==> src/rtl/sdio_dispatch_pkg.sv <==
// Shared types and helpers for the SDIO command dispatcher.
package sdio_dispatch_pkg;

  localparam int CMD_W  = 6;
  localparam int ARG_W  = 32;
  localparam int PORT_W = 2;

  typedef enum logic [1:0] {
    IDLE  = 2'd0,
    ISSUE = 2'd1,
    WAIT  = 2'd2,
    RESP  = 2'd3
  } state_t;

  // Handler port is the upper two bits of the command index.
  function automatic logic [PORT_W-1:0] cmd_to_port(input logic [CMD_W-1:0] cmd);
    return cmd[5:4];
  endfunction

endpackage

==> src/rtl/sdio_timeout.sv <==
// 16-bit handler response timer: cleared on issue, counts while enabled, sticks at its last value.
module sdio_timeout #(
  parameter int TIMEOUT_CYCLES = 1024
) (
  input  logic clk,
  input  logic rst,
  input  logic clear,
  input  logic enable,
  output logic expired
);

  localparam logic [15:0] LAST = 16'(TIMEOUT_CYCLES - 1);

  logic [15:0] r_cnt;

  always_ff @(posedge clk or posedge rst) begin
    if (rst) begin
      r_cnt <= '0;
    end else if (clear) begin
      r_cnt <= '0;
    end else if (enable && (r_cnt != LAST)) begin
      r_cnt <= r_cnt + 16'd1;
    end
  end

  assign expired = (r_cnt == LAST);

endmodule

==> src/rtl/sdio_dispatch.sv <==
// Routes decoded SDIO commands to one of four handlers and returns the answer or a timeout value.
// Optional statistics counters (drop_cnt, timeout_cnt) are built when SDIO_DISPATCH_STATS_EN is defined.
module sdio_dispatch
  import sdio_dispatch_pkg::*;
#(
  parameter int               NUM_PORTS      = 4,
  parameter int               TIMEOUT_CYCLES = 1024,
  parameter logic [ARG_W-1:0] TIMEOUT_ARG    = 32'hFFFF_FFFF
) (
  input  logic                       clk,
  input  logic                       rst,
  input  logic                       req_valid,
  input  logic [CMD_W-1:0]           req_cmd,
  input  logic [ARG_W-1:0]           req_arg,
  output logic                       resp_valid,
  output logic [ARG_W-1:0]           resp_arg,
  output logic                       busy,
  output logic [NUM_PORTS-1:0]       h_req_valid,
  output logic [CMD_W-1:0]           h_req_cmd,
  output logic [ARG_W-1:0]           h_req_arg,
  input  logic [NUM_PORTS-1:0]       h_resp_valid,
  input  logic [NUM_PORTS*ARG_W-1:0] h_resp_arg
`ifdef SDIO_DISPATCH_STATS_EN
  ,
  output logic [15:0]                drop_cnt,
  output logic [15:0]                timeout_cnt
`endif
);

  // All four valid signals are single-cycle strobes with no back-pressure;
  // a request is accepted only in IDLE and anything arriving later is dropped.
  state_t           r_state;
  state_t           w_next;
  logic [CMD_W-1:0] r_cmd;
  logic [ARG_W-1:0] r_arg;
  logic [ARG_W-1:0] r_resp_arg;
  logic [PORT_W-1:0] w_port;
  logic             w_hit;
  logic             w_expired;
  logic             w_timeout;
  logic             w_clear;
  logic             w_enable;

  assign w_port    = cmd_to_port(r_cmd);
  assign w_hit     = h_resp_valid[w_port];
  assign w_timeout = (r_state == WAIT) && w_expired && !w_hit;

  sdio_timeout #(
    .TIMEOUT_CYCLES(TIMEOUT_CYCLES)
  ) u_timeout (
    .clk    (clk),
    .rst    (rst),
    .clear  (w_clear),
    .enable (w_enable),
    .expired(w_expired)
  );

  always_ff @(posedge clk or posedge rst) begin
    if (rst) begin
      r_state <= IDLE;
    end else begin
      r_state <= w_next;
    end
  end

  always_comb begin
    w_next = r_state;
    unique case (r_state)
      IDLE:    if (req_valid) w_next = ISSUE;
      ISSUE:   w_next = WAIT;
      WAIT:    if (w_hit || w_expired) w_next = RESP;
      RESP:    w_next = IDLE;
      default: w_next = IDLE;
    endcase
  end

  always_comb begin
    h_req_valid = '0;
    if (r_state == ISSUE) h_req_valid[w_port] = 1'b1;
    resp_valid = (r_state == RESP);
    busy       = (r_state != IDLE);
    w_clear    = (r_state == ISSUE);
    w_enable   = (r_state == WAIT);
  end

  // A handler answer on the final timeout cycle takes priority over the timeout value.
  always_ff @(posedge clk or posedge rst) begin
    if (rst) begin
      r_cmd      <= '0;
      r_arg      <= '0;
      r_resp_arg <= '0;
    end else begin
      if ((r_state == IDLE) && req_valid) begin
        r_cmd <= req_cmd;
        r_arg <= req_arg;
      end
      if (r_state == WAIT) begin
        if (w_hit) r_resp_arg <= h_resp_arg[ARG_W*int'(w_port) +: ARG_W];
        else if (w_expired) r_resp_arg <= TIMEOUT_ARG;
      end
    end
  end

  assign h_req_cmd = r_cmd;
  assign h_req_arg = r_arg;
  assign resp_arg  = r_resp_arg;

`ifdef SDIO_DISPATCH_STATS_EN
  logic [15:0] r_drop_cnt;
  logic [15:0] r_timeout_cnt;

  always_ff @(posedge clk or posedge rst) begin
    if (rst) begin
      r_drop_cnt    <= '0;
      r_timeout_cnt <= '0;
    end else begin
      if (req_valid && (r_state != IDLE) && (r_drop_cnt != 16'hFFFF))
        r_drop_cnt <= r_drop_cnt + 16'd1;
      if (w_timeout && (r_timeout_cnt != 16'hFFFF))
        r_timeout_cnt <= r_timeout_cnt + 16'd1;
    end
  end

  assign drop_cnt    = r_drop_cnt;
  assign timeout_cnt = r_timeout_cnt;
`endif

endmodule

==> config.mk <==
export PLATFORM = sky130hd
export DESIGN_NAME = sdio_dispatch
export DESIGN_NICKNAME = d
export VERILOG_FILES = /design/src/rtl/sdio_dispatch_pkg.sv /design/src/rtl/sdio_timeout.sv /design/src/rtl/sdio_dispatch.sv
export SDC_FILE = /design/constraint.sdc
export NUM_CORES = 1
export LEC_CHECK = 0
export ABC_AREA = 0
export CAP_MARGIN = 30
export CORE_AREA = 2 2 109 111
export CTS_BUF_LIST = sky130_fd_sc_hd__clkbuf_8
export DETAILED_ROUTE_END_ITERATION = 12
export DIE_AREA = 0 0 111 113
export GPL_TIMING_DRIVEN = 0
export PLACE_DENSITY = 0.88
export SLEW_MARGIN = 20
export SYNTH_ARGS = -nofsm -noshare
export SYNTH_HDL_FRONTEND = slang
export SYNTH_HIERARCHICAL = 1
export SYNTH_SLANG_ARGS = --single-unit
==> constraint.sdc <==
create_clock -name clk -period 2.8 [get_ports clk]
set_clock_uncertainty 0.1 [all_clocks]
set_input_delay 0.7 -clock clk [delete_from_list [all_inputs] [get_ports clk]]
set_output_delay 0.7 -clock clk [all_outputs]
set_load 0.005 [all_outputs]
==> out/qor.yml, run 1 <==
status: "complete, no violations"
crit_start: "r_state[1]$_DFFE_PP0P_"
period_share: 0.953
grt_first_pass_wirelength_um: 23500
slowest_stage: "clkdlybuf4s50_1"
rsz0062_at_grt: "false"
powerDensity_nw_per_um2: 904
worst-path-max-fanout: 5
grt_max_degree: 62
clkTransAtPathRegs_ns: 0.10
cts_buffers: 9
ir_drop_mv: 0.658
hold_end: "resp_arg[5]$_DFFE_PP0P_"
synth.avg_cell_area_um2: 14.1
grt_overflow: 0
grt.total_usage: 0.241
setup_ws_ns: 0.131
ff2ff_path_depth: 7
timing.rr.start: "u_timeout/r_cnt[12]$_DFFE_PP0P_"
row_count: 39
antenna_found_initial: 1
htreeDepth: 3
die_y_um: 113
drc: 0
synthDistinctLibCells: 41
synth_edf_count: 0
fin_nets: 760
setup_violations: 0
via_per_inst: 5.47
dp.cells: 710
port_buffers: 248
io_pins: 249
hp-class: "reg2reg"
wl_per_cell_um: 21.1
post-place-ws_ns: -0.00109
syn-num-nets: 497
end_kind: "primary output"
regToRegEndpoint: "resp_arg[17]$_DFFE_PP0P_"
finalWirelength_um: 15400
cts_root_buffer: "clkbuf_8"
maxCapViolations: 0
cts.sinks: 88
fmax_mhz: 375
dp_hpwl_um: 12000
die_width_um: 111
coreArea_um2: 11300
ys_seq_area_frac: 0.491
gp_congestion: 0.893
hold_depth: 1
syn-instance-count: 318
worstMarginPinSlew_ns: 0.606
synth_area_um2: 4490
critPathTopFamily: "buffers and inverters"
startpoint_type: "flip-flop"
async_flop_share: 1.00
synth-seq-cells: 88
drive_above_1_share: 0.208
leakage_nw: 2.91
crit_path_max_incr_delay_ns: 0.52
hold_buffers: 0
layout.cells.non_filler: 730
dieArea_um2: 12500
drv_slew: 0
required_ns: 2.00
tns_ns: 0
syn2layout_area_growth_pct: 66.3
dr.pass1.iters: 4
cts_tree: "built"
path_cells: "inv_1 > ha_2 > nor3b_2 > clkdlybuf4s50_1"
finalCriticalPeriod_ns: 2.67
grt_pass1_vias: 4439
clock_latency_ns: 0.35
ant_nets: 0
synthFlopType: "dfrtp_1"
hp-start: "resp_arg[5]$_DFFE_PP0P_"
worstPathArrival_ns: 1.87
critPathBufInv: 2
yosys_warnings: 6
relSlewSlack: 0.596
initial_utilization: 0.398
rrSetupSlack_ns: 0.15
cts_buffer_depth: 2
critical_path_class: "reg2out"
drt_first_iter_violations: 161
hold_viol: 0
num_vias: 3995
## worst max path at each step
stage / end / slack [ns] / cells past startpoint
2_1_floorplan: h_req_arg[0]$_DFFE_PP0P_ / 0.18 / 1
3_3_place_gp: resp_arg[30]$_DFFE_PP0P_ / -0.99 / 2
3_5_place_dp: resp_arg[5]$_DFFE_PP0P_ / -0.001 / 7
4_1_cts: resp_arg[29]$_DFFE_PP0P_ / 0.04 / 7
5_1_grt: resp_arg[0]$_DFFE_PP0P_ / 0.01 / 7
6_report: h_req_valid[0] / 0.13 / 4
## layout by cell type (no fill, tap or decap), types with 5 or more instances in the layout
cell,synthesis,routed
or3_1,5,5
inv_1,10,9
clkdlybuf4s50_1,0,248
o21ai_0,5,5
nor2_1,6,6
buf_2,15,9
clkbuf_8,0,10
nand3_1,5,5
o31ai_1,5,5
mux2_2,38,38
mux4_2,33,33
nand2_1,11,11
ha_1,6,5
a21oi_1,14,14
or4_1,5,5
dfrtp_1,88,88
buf_4,0,9
o22a_1,32,32
## timing repair
action | CTS | global route
pin swaps | 0 | 1
buffers inserted | 0 | 4
setup endpoints to repair | 26 | 31
resized for setup | 2 | 8
## layout make-up
cell class,instances,area (um^2)
clock inverters,6,97.6
inverters,10,40.0
multi-input cells,198,2130
well taps,143,179
clock buffers,10,138
repair buffers,253,2540
fillers,786,3810
plain buffers,21,133
diodes,1,2.50
flip-flops and latches,88,2200
## Yosys cell counts, types with 2 or more instances
cell,count,area (um^2)
o31ai_1,5,37.5
o21ai_0,5,25.0
o41ai_1,2,17.5
or4_1,5,37.5
ha_1,6,75.1
nor2b_1,3,18.8
nand4_1,3,18.8
nand3_1,5,25.0
o22a_1,32,280
inv_1,10,37.5
mux2_2,38,428
nor2_1,6,22.5
nand2_1,11,41.3
or3_1,5,31.3
a21oi_1,14,70.1
clkbuf_1,3,11.3
buf_2,15,75.1
dfrtp_1,88,2200
and3_1,2,12.5
buf_6,3,33.8
mux4_2,33,743
mux2i_1,3,30.0
nor3_1,3,15.0
## routing by layer
layer / track usage / vias to the layer above / share of wire
li1: - / 1768 / -
met1: 0.267 / 1992 / 0.36
met2: 0.434 / 185 / 0.53
met3: 0.0653 / 50 / 0.067
met4: 0.111 / 0 / 0.051
met5: 0 / - / 0
## state kept, by name, indices dropped and copies added, names as in the netlist
signal and count:
u_timeout/r_cnt 16, resp_arg 32, h_req_arg 32, h_req_cmd 6
r_state 2
## power by group
part	switching [mW]	total, mW	leakage, nW	internal [mW]
sequential	0.330	2.12	1.03	1.79
clock	0.483	1.03	0.119	0.542
combinational	1.37	3.60	1.76	2.23
total	2.19	6.75	2.91	4.56
## kinds of logic after synthesis
kind of cell | after synthesis | synth area share
AND/OR/NAND/NOR | 54 | 0.0747
XOR/XNOR | 1 | 0.00195
adder cells (fa/ha/maj) | 6 | 0.0167
AO/OA/AOI/OAI | 62 | 0.109
buffers and inverters | 32 | 0.0363
flip-flops | 88 | 0.491
multiplexers | 75 | 0.270
## stage by stage
step / utilization / cell area, um^2 / hold slack (ns) / power, mW
after global placement: 0.634 / 7150 / 0.374 / 5.56
after global routing: 0.662 / 7460 / 0.426 / 7.11
after floorplan: - / 4490 / 0.362 / 3.92
after detailed placement: 0.637 / 7180 / 0.381 / 5.71
after CTS: 0.658 / 7410 / 0.401 / 6.76
final: 0.662 / 7460 / 0.397 / 6.75
Note: power is estimated with default switching activity, not from simulation.
==> run 2: changes to the inputs <==
PLACE_DENSITY = 0.79   (was 0.88)
RECOVER_POWER = 100   (was default)
==> run 2 against run 1 <==
Against the previous run: first-iteration DRC count decreased by 40%; sequential share of layout area is 0.41 points higher; worst hold slack better by 0.0061 ns; critical path type unchanged; maximum frequency fell by 0.55%; sequential power down 2%; clock power is 9.9% lower; non-clock buffer count down 4; via count decreased by 3.7%; clock-buffer cell count unchanged.
==> out/qor.yml, run 2 (synthesized netlist as in run 1, its figures left out) <==
mostFrequentLayoutCells: "176 x clkdlybuf4s50_1, 87 x dfrtp_1, 72 x dlygate4sd3_1, 38 x mux2_2, 33 x mux4_2"  # was 248 x clkdlybuf4s50_1, 88 x dfrtp_1, 38 x mux2_2, 33 x mux4_2, 32 x o22a_1
leakage_nw: 2.83  # was 2.91 nW
dr.pass1.iters: 4  # unchanged
hold_viol: 0  # unchanged
hp-class: "reg2reg"  # unchanged
setup_violations: 0  # unchanged
clockPowerShare: 0.146  # was 0.152
maxCapViolations: 0  # unchanged
fmax_mhz: 373  # was 375 MHz
die_y_um: 113  # unchanged
drv_slew: 0  # unchanged
cts_buffers: 9  # unchanged
slowest_stage: "clkdlybuf4s50_1"  # unchanged
cts_root_buffer: "clkbuf_8"  # unchanged
path_cells: "buf_4 > and3_1 > clkdlybuf4s50_1"  # was inv_1 > ha_2 > nor3b_2 > clkdlybuf4s50_1
grt_max_degree: 60  # was 62
drc: 0  # unchanged
finalCriticalPeriod_ns: 2.68  # was 2.67 ns
power.share.switching: 0.328  # was 0.324
status: "complete, no violations"  # unchanged
io_pins: 249  # unchanged
startpoint_type: "flip-flop"  # unchanged
hold_buffers: 0  # unchanged
fillCellCount: 863  # was 786
cts_setup_buffers: 0  # unchanged
grt_overflow: 0  # unchanged
critPathTopFamily: "buffers and inverters"  # unchanged
clock_latency_ns: 0.36  # was 0.35 ns
num_vias: 3846  # was 3995
rsz0062_at_grt: "false"  # unchanged
grt.total_usage: 0.231  # was 0.241
initial_utilization: 0.398  # unchanged
row_count: 39  # unchanged
dp_hpwl_um: 11700  # was 12000 um
required_ns: 2.00  # about the same
worstPathArrival_ns: 1.88  # was 1.87 ns
period_share: 0.958  # was 0.953
drt_first_iter_violations: 96  # was 161
ant_nets: 0  # unchanged
htreeDepth: 3  # unchanged
coreArea_um2: 11300  # unchanged
clkTransAtPathRegs_ns: 0.09  # was 0.10 ns
end_kind: "primary output"  # unchanged
crit_path_max_incr_delay_ns: 0.50  # was 0.52 ns
fin_hold_ws_ns: 0.404  # was 0.397 ns
via_per_inst: 5.30  # was 5.47
final_area_um2: 7360  # was 7460 um^2
cts_buffer_depth: 2  # unchanged
antenna_found_initial: 0  # was 1
critical_path_class: "reg2out"  # unchanged
ir_drop_mv: 0.466  # was 0.658 mV
cts.sinks: 88  # unchanged
p_int_mw: 4.27  # was 4.56 mW
final_core_utilization: 0.653  # was 0.662
powerDensity_nw_per_um2: 864  # was 904 nW/um^2
wl_per_cell_um: 19.6  # was 21.1 um
gp_congestion: 0.807  # was 0.893
finalWirelength_um: 14200  # was 15400 um
relSlewSlack: 0.459  # was 0.596
final_common_cell: "clkdlybuf4s50_1"  # unchanged
grt_first_pass_wirelength_um: 22400  # was 23500 um
worst-path-max-fanout: 19  # was 5
switchingPower_mw: 2.09  # was 2.19 mW
post_dp_cell_area_um2: 7180  # unchanged
fin_nets: 756  # was 760
comb_power_share: 0.527  # was 0.533
critPathBufInv: 2  # unchanged
die_width_um: 111  # unchanged
port_buffers: 248  # unchanged
grt_pass1_vias: 4262  # was 4439
total_power_mw: 6.36  # was 6.75 mW
drive_above_1_share: 0.192  # was 0.208
cts_tree: "built"  # unchanged
cts_resized: 5  # was 2
seq_power_share: 0.327  # was 0.315
worstMarginPinSlew_ns: 0.811  # was 0.606 ns
dieArea_um2: 12500  # unchanged
diodes: 0  # was 1
syn2layout_area_growth_pct: 64.1  # was 66.3%
## run 2: cell types whose count changed in the layout (fill, tap and decap cells not counted), sizes merged, moves of 2 or more
cell	before	now
clkbuf	14	18
inv	13	11
dlygate4sd3	0	72
clkdlybuf4s50	248	176
buf	22	14
clkinv	1	3
## run 2: final cells by class
cell class,instances,area [um^2],share of cell area
Buffer,21,128,0.0173
Clock inverter,6,76.3,0.0104
Sequential cell,88,2200,0.299
Tap cell,143,179,0.0243
Timing Repair Buffer,249,2490,0.338
Inverter,10,38.8,0.00527
Multi-Input combinational cell,198,2110,0.287
Clock buffer,10,138,0.0187
## run 2: final timing paths
kind	start	to	slack, ns	cells after the start
min reg2reg	resp_arg[23]$_DFFE_PP0P_	resp_arg[23]$_DFFE_PP0P_	0.40	1
max	h_req_cmd[5]$_DFFE_PP0P_	h_req_valid[3]	0.12	3
min in group asynchronous	rst	h_req_arg[11]$_DFFE_PP0P_	0.77	2
max in group asynchronous	rst	h_req_cmd[4]$_DFFE_PP0P_	0.57	3
min	resp_arg[23]$_DFFE_PP0P_	resp_arg[23]$_DFFE_PP0P_	0.40	1
max reg2reg	u_timeout/r_cnt[11]$_DFFE_PP0P_	resp_arg[18]$_DFFE_PP0P_	0.17	7
## run 2: power groups by stage
stage | clock [mW] | sequential [mW] | combinational (mW)
after floorplan | 0 | 2.13 | 1.79
after global placement | 0 | 2.10 | 3.51
after detailed placement | 0 | 2.13 | 3.59
after CTS | 0.958 | 2.12 | 3.60
after global routing | 1.01 | 2.15 | 3.61
final | 0.928 | 2.08 | 3.35
## run 2: worst register-to-register path, cell delays in order (launching register included)
cell and delay, ns:
dfrtp_1 0.43, or4_4 0.59, nor4_4 0.34, buf_4 0.23
nor2b_1 0.09, a221oi_4 0.39, buf_4 0.25, o22a_1 0.15
## run 2: through the flow
stage	instances	setup TNS [ns]	worst slack (ns)
detailed placement	710	0	0.00850
floorplan	318	0	0.175
finish	725	0	0.117
global route	725	0	0.00847
global placement	709	-71.12	-0.995
CTS	725	0	0.0363
## run 2: per-layer routing
metal  routed length (um)  up-vias  GRT usage
li1                     -     1769          -
met1                 5220     1924      0.259
met2                 7710      131      0.427
met3                  954       22     0.0670
met4                  289        0     0.0708
met5                    0        -          0
==> run 3: changes to the inputs <==
CORE_AREA = 10 10 117 119   (was 2 2 109 111)
DIE_AREA = 0 0 127 129   (was 0 0 111 113)
==> run 3 against run 2 <==
Against the previous run: worst hold slack got worse by 0.012 ns; final area rose by 0.10%; total power decreased by 0.77%; sequential power barely moved; sequential share of layout area is essentially flat; clock power decreased by 11%; sequential cell count did not move.
==> out/qor.yml, run 3 (synthesized netlist as in run 1, its figures left out) <==
status: "complete, no violations"  # unchanged
final_common_cell: "clkdlybuf4s50_1"  # unchanged
dr.pass1.iters: 4  # unchanged
drt_first_iter_violations: 197  # was 96
htreeDepth: 3  # unchanged
worstPathArrival_ns: 2.87  # was 1.88 ns
port_buffers: 248  # unchanged
path_common_cell: "buf_4"
total_power_mw: 6.31  # was 6.36 mW
critPathTopFamily: "simple AND/OR/NAND/NOR gates"  # was buffers and inverters
mostFrequentLayoutCells: "189 x clkdlybuf4s50_1, 88 x dfrtp_1, 59 x dlygate4sd3_1, 38 x mux2_2, 33 x mux4_2"  # was 176 x clkdlybuf4s50_1, 87 x dfrtp_1, 72 x dlygate4sd3_1, 38 x mux2_2, 33 x mux4_2
setup_violations: 0  # unchanged
grt_first_pass_wirelength_um: 24000  # was 22400 um
fin_nets: 756  # unchanged
io_pins: 249  # unchanged
leakage_nw: 2.86  # was 2.83 nW
dp_hpwl_um: 13000  # was 11700 um
crit_path_max_incr_delay_ns: 0.59  # was 0.50 ns
startpoint_type: "flip-flop"  # unchanged
finalWirelength_um: 15700  # was 14200 um
end_kind: "flip-flop"  # was primary output
wl_per_cell_um: 21.7  # was 19.6 um
via_per_inst: 5.43  # was 5.30
cts.sinks: 88  # unchanged
critical_path_class: "reg2reg"  # was reg2out
critPathBufInv: 2  # unchanged
hp-class: "reg2reg"  # unchanged
powerDensity_nw_per_um2: 856  # was 864 nW/um^2
cts_setup_buffers: 0  # unchanged
ir_drop_mv: 0.476  # was 0.466 mV
finalCriticalPeriod_ns: 2.68  # about the same
num_vias: 3936  # was 3846
rsz0062_at_grt: "true"  # was false
rrSetupSlack_ns: 0.12  # was 0.17 ns
gp_congestion: 0.896  # was 0.807
coreArea_um2: 11300  # about the same
drive_above_1_share: 0.194  # was 0.192
dieArea_um2: 16400  # was 12500 um^2
tns_ns: 0  # unchanged
maxCapViolations: 0  # unchanged
die_y_um: 129  # was 113 um
grt_overflow: 0  # unchanged
ant_nets: 0  # unchanged
path_cells: "or4_4 > nor4_4 > buf_4 > nor2b_1 > a221oi_4 > buf_4 > o22a_1"  # was buf_4 > and3_1 > clkdlybuf4s50_1
required_ns: 2.99  # was 2.00 ns
cts_buffers: 9  # unchanged
syn2layout_area_growth_pct: 64.3  # was 64.1%
die_width_um: 127  # was 111 um
row_count: 39  # unchanged
fmax_mhz: 373  # about the same
worstMarginPinSlew_ns: 1.40  # was 0.811 ns
grt_max_degree: 40  # was 60
cts_root_buffer: "clkbuf_8"  # unchanged
clkTransAtPathRegs_ns: 0.08  # was 0.09 ns
worst-path-max-fanout: 12  # was 19
cts_tree: "built"  # unchanged
drc: 0  # unchanged
antenna_found_initial: 0  # unchanged
grt_pass1_vias: 4391  # was 4262
relSlewSlack: 0.0635  # was 0.459
drv_slew: 0  # unchanged
period_share: 0.957  # was 0.958
slowest_stage: "or4_4"  # was clkdlybuf4s50_1
diodes: 0  # unchanged
grt.total_usage: 0.187  # was 0.231
hold_viol: 0  # unchanged
final_core_utilization: 0.651  # was 0.653
initial_utilization: 0.396  # was 0.398
cts_buffer_depth: 2  # unchanged
hold_buffers: 0  # unchanged
clock_latency_ns: 0.35  # was 0.36 ns
## run 3: worst paths after layout
kind / from / endpoint / cells past startpoint
min reg2reg: resp_arg[5]$_DFFE_PP0P_ / resp_arg[5]$_DFFE_PP0P_ / 1
max: u_timeout/r_cnt[11]$_DFFE_PP0P_ / resp_arg[19]$_DFFE_PP0P_ / 7
min in group asynchronous: rst / u_timeout/r_cnt[15]$_DFFE_PP0P_ / 2
max reg2reg: u_timeout/r_cnt[11]$_DFFE_PP0P_ / resp_arg[19]$_DFFE_PP0P_ / 7
min: resp_arg[5]$_DFFE_PP0P_ / resp_arg[5]$_DFFE_PP0P_ / 1
max in group asynchronous: rst / h_req_arg[31]$_DFFE_PP0P_ / 3
## run 3: power by group
group	total (mW)	switching, mW	internal, mW	leakage, nW
clock network	0.828	0.439	0.388	0.101
logic	3.41	1.34	2.07	1.73
registers	2.08	0.283	1.79	1.03
total	6.31	2.06	4.25	2.86
## run 3: timing repair
item                                   4_1_cts  5_1_grt
endpoints found under the hold margin        0        0
pin swaps                                    0        1
gates resized for setup                      3        6
cloned                                       0        0
setup endpoints to repair                   34       32
## run 3: per-stage QoR
| stage | cells | hold WS (ns) | setup WS, ns | instance area, um^2 |
|---|---|---|---|---|
| 2_1_floorplan | 318 | 0.362 | 0.175 | 4490 |
| 3_3_place_gp | 709 | 0.375 | -1.07 | 7150 |
| 3_5_place_dp | 710 | 0.392 | -0.0302 | 7170 |
| 4_1_cts | 725 | 0.406 | 0.00814 | 7360 |
| 5_1_grt | 725 | 0.412 | -0.0118 | 7370 |
| 6_report | 725 | 0.392 | 0.122 | 7370 |
## run 3: area by class of cell
type | count | area [um^2]
Tap cell | 143 | 179
Inverter | 10 | 37.5
Clock buffer | 12 | 165
Buffer | 21 | 131
Timing Repair Buffer | 249 | 2500
Multi-Input combinational cell | 198 | 2130
Clock inverter | 4 | 20.0
Sequential cell | 88 | 2200
Fill cell | 914 | 3950
## run 3: worst reg2reg max path: stages, from the launching register on
cell	delay, ns
dfrtp_1	0.43
or4_4	0.59
nor4_4	0.36
buf_4	0.24
nor2b_1	0.09
a221oi_4	0.40
buf_4	0.25
o22a_1	0.15
## run 3: metal layers
layer	vias to the layer above	track usage	wire (um)
met5	-	0	0
met4	0	0.0496	233
met3	17	0.0752	1400
met2	175	0.347	8460
met1	1981	0.190	5640
li1	1763	-	-
